### config.mk
export PLATFORM = sky130hd
export DESIGN_NAME = rice_stream_reader
export DESIGN_NICKNAME = d
export VERILOG_FILES = /design/src/rtl/rice_stream_reader.sv
export SDC_FILE = /design/constraint.sdc
export NUM_CORES = 1
export LEC_CHECK = 0
export BUFFER_PORTS_ARGS = -buffer_cell sky130_fd_sc_hd__buf_2
export CAP_MARGIN = 30
export CELL_PAD_IN_SITES_DETAIL_PLACEMENT = 1
export CELL_PAD_IN_SITES_GLOBAL_PLACEMENT = 1
export CORE_MARGIN = 10
export CORE_UTILIZATION = 30
export CTS_CLUSTER_DIAMETER = 80
export DETAILED_ROUTE_END_ITERATION = 8
export GPL_ROUTABILITY_DRIVEN = 0
export PLACE_DENSITY_LB_ADDON = 0.1
export SKIP_LAST_GASP = 1
export SYNTH_ARGS = -nofsm -noshare
export SYNTH_HDL_FRONTEND = slang
export SYNTH_SLANG_ARGS = --single-unit
### constraint.sdc
create_clock -name iClock -period 1.99 [get_ports iClock]
set_input_delay 0 -clock iClock [delete_from_list [all_inputs] [get_ports iClock]]
set_output_delay 0 -clock iClock [all_outputs]
set_load 0.02 [all_outputs]
### src/rtl/rice_stream_reader.sv
// Serial Rice/Golomb codeword reader: unary quotient then k-bit remainder.
// One bit per enabled clock, MSB-first, one-cycle done strobe per codeword.
module rice_stream_reader #(
  parameter int MSB_W   = 16,
  parameter int LSB_W   = 16,
  parameter int PARAM_W = 4
) (
  input  logic               iClock,
  input  logic               iReset,
  input  logic               iEnable,
  input  logic               iData,
  input  logic [PARAM_W-1:0] iRiceParam,
  output logic [MSB_W-1:0]   oMSB,
  output logic [LSB_W-1:0]   oLSB,
  output logic               oDone
);

  typedef enum logic {UNARY, REM} state_t;

  state_t             state;
  state_t             state_nxt;
  logic [MSB_W-1:0]   zcnt;
  logic [LSB_W-1:0]   acc;
  logic [LSB_W-1:0]   acc_nxt;
  logic [PARAM_W-1:0] bcnt;
  logic [PARAM_W-1:0] kreg;
  logic               term;
  logic               fin_rem;
  logic               done_nxt;

  always_ff @(posedge iClock) begin
    if (iReset) state <= UNARY;
    else        state <= state_nxt;
  end

  always_comb begin
    state_nxt = state;
    if (iEnable) begin
      unique case (1'b1)
        state == UNARY:
          if (iData && iRiceParam != '0)
            state_nxt = REM;
        state == REM:
          if (fin_rem)
            state_nxt = UNARY;
        default: state_nxt = state;
      endcase
    end
  end

  always_comb begin
    term     = iEnable && (state == UNARY) && iData;
    acc_nxt  = {acc[LSB_W-2:0], iData};
    fin_rem  = iEnable && (state == REM)
               && ((bcnt + PARAM_W'(1)) == kreg);
    done_nxt = (term && iRiceParam == '0) || fin_rem;
  end

  always_ff @(posedge iClock) begin
    if (iReset) begin
      zcnt  <= '0;
      acc   <= '0;
      bcnt  <= '0;
      kreg  <= '0;
      oMSB  <= '0;
      oLSB  <= '0;
      oDone <= 1'b0;
    end else begin
      oDone <= done_nxt;
      if (iEnable) begin
        if (state == UNARY) begin
          if (!iData) begin
            // quotient saturates rather than wrapping
            if (zcnt != '1)
              zcnt <= zcnt + MSB_W'(1);
          end else if (iRiceParam == '0) begin
            oMSB <= zcnt;
            oLSB <= '0;
            zcnt <= '0;
          end else begin
            kreg <= iRiceParam;
            acc  <= '0;
            bcnt <= '0;
          end
        end else begin
          acc  <= acc_nxt;
          bcnt <= bcnt + PARAM_W'(1);
          if (fin_rem) begin
            oMSB <= zcnt;
            oLSB <= acc_nxt;
            zcnt <= '0;
            bcnt <= '0;
          end
        end
      end
    end
  end

endmodule

======== Yosys cells after proc, flatten, opt, wreduce, memory -nomap -nowiden ========
Index checks and enable logic that the tools add are counted.
word-level totals
  output and inout bits ................... 33
  input port bits ......................... 8
  bits in registers ....................... 73
  logic and storage cells ................. 55
cells by class
  multiplexer cells ....................... 22
  reduce and logical (&&, ||, !) cells .... 16
  eq/ne operators ......................... 5
  $add $sub $neg .......................... 2
  bitwise gates (word level) .............. 2
operators with widths
  kind                                                   count
  2-to-1 mux 16 bit                                      12
  2-to-1 mux 15 bit                                      3
  adder 16 x 1 -> 16 bit, second input constant          1
  2-to-1 mux 4 bit                                       4
  inequality test 16 bit, second input constant          1
  AND reduction 4 bit                                    3
  logical AND 1 bit                                      6
  adder 4 x 1 -> 4 bit, second input constant            1
  equality test 4 bit                                    1
  logical NOT 4 bit                                      1
  nonzero test 2 bit                                     2
  nonzero test 4 bit                                     1
  inequality test 3 x 1 -> 1 bit, second input constant  1
  AND reduction 3 bit                                    1
  nonzero test 3 bit                                     1
  2-to-1 mux 1 bit                                       2
  inequality test 2 x 1 -> 1 bit, second input constant  1
  inequality test 2 bit, second input constant           1
  NOT 1 bit                                              2
  case mux 1 bit (2 select lines)                        1
  logical OR 1 bit                                       1

======== Logic depth before layout (Yosys ltp) ========
  depth after elaboration ................. 5
  gate-level depth with buffers ........... 8
  mapped depth without buffers ............ 6

======== Least setup slack after synthesis ========
OpenSTA, ideal clock, no wires.
  path kind ............................... reg-to-reg
  from .................................... reg bcnt[0]
  to ...................................... reg zcnt[14]
  library setup time ...................... 0.070 ns
  required time ........................... 1.920 ns
  cell stages (with the launch flop) ...... 8
  arrival ................................. 2.106 ns
  period minus slack after synthesis ...... 2.175 ns
  path slack .............................. -0.185 ns
  buffers on the path ..................... 1
  path through ............................ dfxtp_1 ha_1 xnor2_1 nand3_4 o31a_1 buf_6 or4_1 a21oi_1
on the way
  longest elaborated chain between the ends .. 5
RTL lines
  element                                          line  RTL
  from (decl)                                      25    logic [PARAM_W-1:0] bcnt;
  from (signal assigned)                           87    bcnt <= bcnt + PARAM_W'(1);
  adder 4 x 1 -> 4 bit                             55    && ((bcnt + PARAM_W'(1)) == kreg);
  equality test 4 bit                              55
  logical AND 1 bit                                55
  inequality test 2 x 1 -> 1 bit (no source line)  --
  AND reduction 4 bit (no source line)             --
  to (signal assigned)                             75    zcnt <= zcnt + MSB_W'(1);
  to (decl)                                        22    logic [MSB_W-1:0] zcnt;
Every way passes these cells.
A chain may end at the register's enable or synchronous reset.

======== Worst setup path in the final report ========
  from .................................... reg bcnt[0]
  to ...................................... reg zcnt[12]
Same word-level chain as after synthesis.

==> key figures <==
Status
  • Run status: complete, but fails checks
  • Violated checks: negative setup slack

Die
  • Effective utilization at floorplan: 30.5%
  • Core ar.: 0.0102 mm²
  • Area of the die: 0.0148 mm²
  • Cell Rows: 37
  • Die W: 122 µm
  • Vert. Die Dim: approximately 120 µm
  • Total I/O pin count: just over 40

Cells and area
  • Ratio of cells with drive above 1 in the final layout: 29.4%
  • Fillcell total: 1196
  • Final nets: 450
  • Area added between synthesis and finish: 34.5%
  • Most common library cell in the layout ignoring fill and taps: sky130_fd_sc_hd__dfxtp_1
  • Area of all placed cells without fillers: 0.00417 mm²
  • FF+latch area: 0.00147 mm²
  • Commonest cells after routing, fill and taps aside: 70 x sky130_fd_sc_hd__dfxtp_1, 46 x sky130_fd_sc_hd__a21oi_1, 41 x sky130_fd_sc_hd__buf_2, 40 x sky130_fd_sc_hd__buf_4, 37 x sky130_fd_sc_hd__nand3_1
  • Post-layout util: 41.0%
  • Diodes inserted: 0
  • Multi-input combinational cell area: 0.00166 mm²

Drt
  • Total via count in the routed design: 2983
  • Sum of routed wire length over all layers: between 9 and 10 mm
  • Initial DRC count: 152
  • Average wire length per cell after detail routing: 17.2 µm
  • DRT Pass-1 Iters: 5
  • ANT nets after route: 0
  • Drc violations: 0
  • Routed vias/inst: 5.13

Clocking
  • Clock tree from TritonCTS: built
  • Library cell used as clock root buffer: sky130_fd_sc_hd__clkbuf_8
  • Num CTS Buffers: 9
  • H-Tree Depth: 3
  • Count of clock tree sinks: 73
  • Maximum buffer depth of the clock tree: 2
  • Clock network latency to the later pin of the worst-skew pair: 360 ps
  • Clk pin slew, worst setup/hold paths: 90 ps

GRT
  • Maximum number of pins on one net before global-route repair: 34
  • Wire length of the first global-routing pass: 16.6 mm
  • Total congestion overflow: 0
  • Antenna violations before repair: 0
  • Via count of the first global-routing pass: 3202
  • Total GRT Usage: between 10 and 15%

Critical path
  • Endpoint of the lowest-slack register-to-register path: zcnt[12]$_SDFFE_PP0P_
  • Crit path arrival time: 2300 ps
  • Critical path data required time: ~2300 ps
  • Cell count along the critical path: 6
  • Critical Path Sink Type: flop
  • Category of the worst setup path launch point: flop
  • Worst Path Class, Setup: reg -> reg
  • Depth of the most critical reg-to-reg path: 6
  • Count of buffer and inverter cells on the critical path: 0
  • Slowest cell on crit path: sky130_fd_sc_hd__or4_4
  • Reg-to-reg setup timing slack: -30 ps
  • Cell family with the largest share of critical-path delay: simple AND/OR/NAND/NOR gates
  • Worst flop-to-flop path startpoint: bcnt[0]$_SDFFE_PP0P_
  • Longest individual stage delay on the worst path: 520 ps
  • List of cells traversed by the critical path: ha_4, xnor2_4, nand3_4, o31a_4, or4_4, a21oi_2
  • Highest fanout seen on the critical path: 7

Synthesis
  • Share of synthesized cell area in full adder, half adder and majority cells: 0.806%
  • Largest family of logic cells by synthesized area: compound AO/OA/AOI/OAI gates
  • Sequential area share after synthesis: 47.1%
  • Mux share of post-synthesis cell area: roughly 1.6%
  • Count of synthesis-stage warnings from yosys: 0
  • Area fraction in and, or, nand and nor cells after synthesis: between 20 and 25%
  • Synth Area per Inst: about 8.5 µm²
  • Library cells used by synthesis: 43
  • Number of instances in the synthesized netlist: ~370
  • Post-synthesis xor/xnor area fraction: 1.94%
  • Mapped Nets: between 300 and 400
  • Compound-cell area share of the yosys netlist: 24.5%
  • FF+latch count, synth: 73
  • Cell Area, Synth: 0.00310 mm²

Pwr
  • Leak: 1.57 nW
  • PD cells: between 700 and 800 mW/mm²
  • Max IR drop VDD: between 0.0004 and 0.0005 V

Timing
  • Setup repair after global routing missed its margin: true
  • Maximum clock frequency: 0.496 GHz
  • Measured slew at the worst slew-check pin: 603 ps
  • Smallest setup slack after layout: -26.6 ps
  • Final worst clock skew: 16.2 ps
  • Max-slew headroom at the worst pin: 59.8%
  • Minimum clock period after layout: 2020 ps
  • Hold Vio Cnt, Final: 0
  • Final count of pins violating max slew: 0
  • Period Utilization, post-route: 101%
  • Setup-failing EPs final: 5

Hold path
  • Hold Path Depth: 3
  • Worst-case hold path end point: state$_SDFFE_PP0P_
  • Min-Delay Startpoint: iEnable
  • Worst min path class: in -> reg

Placement
  • IO buf count: 40
  • Post-place setup slack: -58.3 ps
  • Half-perimeter wire length after detailed placement: a little under 7 mm
  • Placement-stage cell area: about 0.0037 mm²

Flow run
  • Number of max-cap violations: 0
sequential cells by signal, indices dropped and copies added, names as in the netlist:
| register | count |
|---|---|
| bcnt | 4 |
| oLSB | 16 |
| oDone | 1 |
| oMSB | 16 |
| zcnt | 16 |
| acc | 15 |
| kreg | 4 |
| state | 1 |
metrics by stage:
step           power, W  TNS (ps)  hold slack, ps  cells
2_1_floorplan   0.00165         0             144    365
3_3_place_gp    0.00176         0             261    556
3_5_place_dp    0.00176      -198             279    556
4_1_cts         0.00315         0             122    577
5_1_grt         0.00325     -1080             153    581
6_report        0.00312     -91.7             141    581
synthesized netlist by cell type (all sizes together):
library cell | number | area (µm²)
o32ai | 1 | 8.76
or3 | 2 | 12.5
nor2b | 3 | 18.8
nor4 | 2 | 18.8
xor2 | 2 | 17.5
xnor2 | 4 | 42.6
or4 | 6 | 45.0
or2b | 1 | 7.51
and2 | 3 | 18.8
or2 | 2 | 12.5
o31ai | 8 | 65.1
nand4b | 1 | 8.76
o21a | 1 | 7.51
mux2i | 5 | 50.1
nand2 | 13 | 48.8
nand2b | 3 | 18.8
nand3b | 1 | 7.51
o31a | 3 | 26.3
nor3 | 11 | 55.1
nor2 | 26 | 97.6
a21oi | 50 | 250
nand3 | 38 | 203
a41oi | 1 | 8.76
a41o | 1 | 10.0
and3 | 3 | 18.8
o21ai | 43 | 215
a31oi | 5 | 31.3
o2bb2ai | 1 | 8.76
nand4 | 3 | 18.8
ha | 2 | 25.0
clkbuf | 22 | 82.6
and4 | 2 | 17.5
a21o | 1 | 7.51
a22oi | 16 | 120
buf | 6 | 36.3
dfxtp | 73 | 1460
area by class of cell:
type | count | area share [%]
multi-input cells | 265 | 39.7
flip-flops and latches | 73 | 35.2
repair buffers | 91 | 15.5
well taps | 136 | 4.08
clock buffers | 12 | 3.72
clock inverters | 4 | 1.83
power by group:
| group | leakage (nW) | switching, W | internal, W |
|---|---|---|---|
| Clock | 0.113 | 0.000588 | 0.000778 |
| Combinational | 0.871 | 0.000175 | 0.000104 |
| Sequential | 0.590 | 0.00000888 | 0.00147 |
cell families after synthesis:
group / Yosys count
AOI/OAI and AO/OA: 131
xor gates and xnor gates: 6
adders and majority gates: 2
buffers and inverters: 28
DFF: 73
muxes: 5
and+or+nand+nor: 120
repair_timing:
item	in CTS	in global routing
buffers inserted	0	2
resized for setup	3	51
hold buffers	5	0
pin swaps	0	10
gates cloned	0	2
endpoints found under the hold margin	5	0
setup endpoints to repair	6	46
routing by layer:
layer / vias up / global-route usage [%] / wire length [µm]
li1: 1495 / - / -
met1: 1427 / 17.2 / 4450
met2: 52 / 22.7 / 4980
met3: 9 / 3.38 / 430
met4: 0 / 5.07 / 121
met5: - / 0 / 0
worst max path at each step:
stage                         startpoint                    end  slack [ps]
finish              bcnt[0]$_SDFFE_PP0P_  zcnt[12]$_SDFFE_PP0P_         -30
global route        bcnt[0]$_SDFFE_PP0P_  zcnt[10]$_SDFFE_PP0P_        -110
CTS                 bcnt[2]$_SDFFE_PP0P_   zcnt[4]$_SDFFE_PP0P_           2
detailed placement  bcnt[1]$_SDFFE_PP0P_   zcnt[4]$_SDFFE_PP0P_         -60
global placement    bcnt[1]$_SDFFE_PP0P_   zcnt[3]$_SDFFE_PP0P_          10
floorplan           bcnt[0]$_SDFFE_PP0P_  zcnt[14]$_SDFFE_PP0P_           8
tightest hold or removal path: cells and delay by family:
family,cells,cell delay [ps]
compound gates,1,100
buf+inv,1,130
simple gates,1,210
Power figures use the tool's default switching activity.
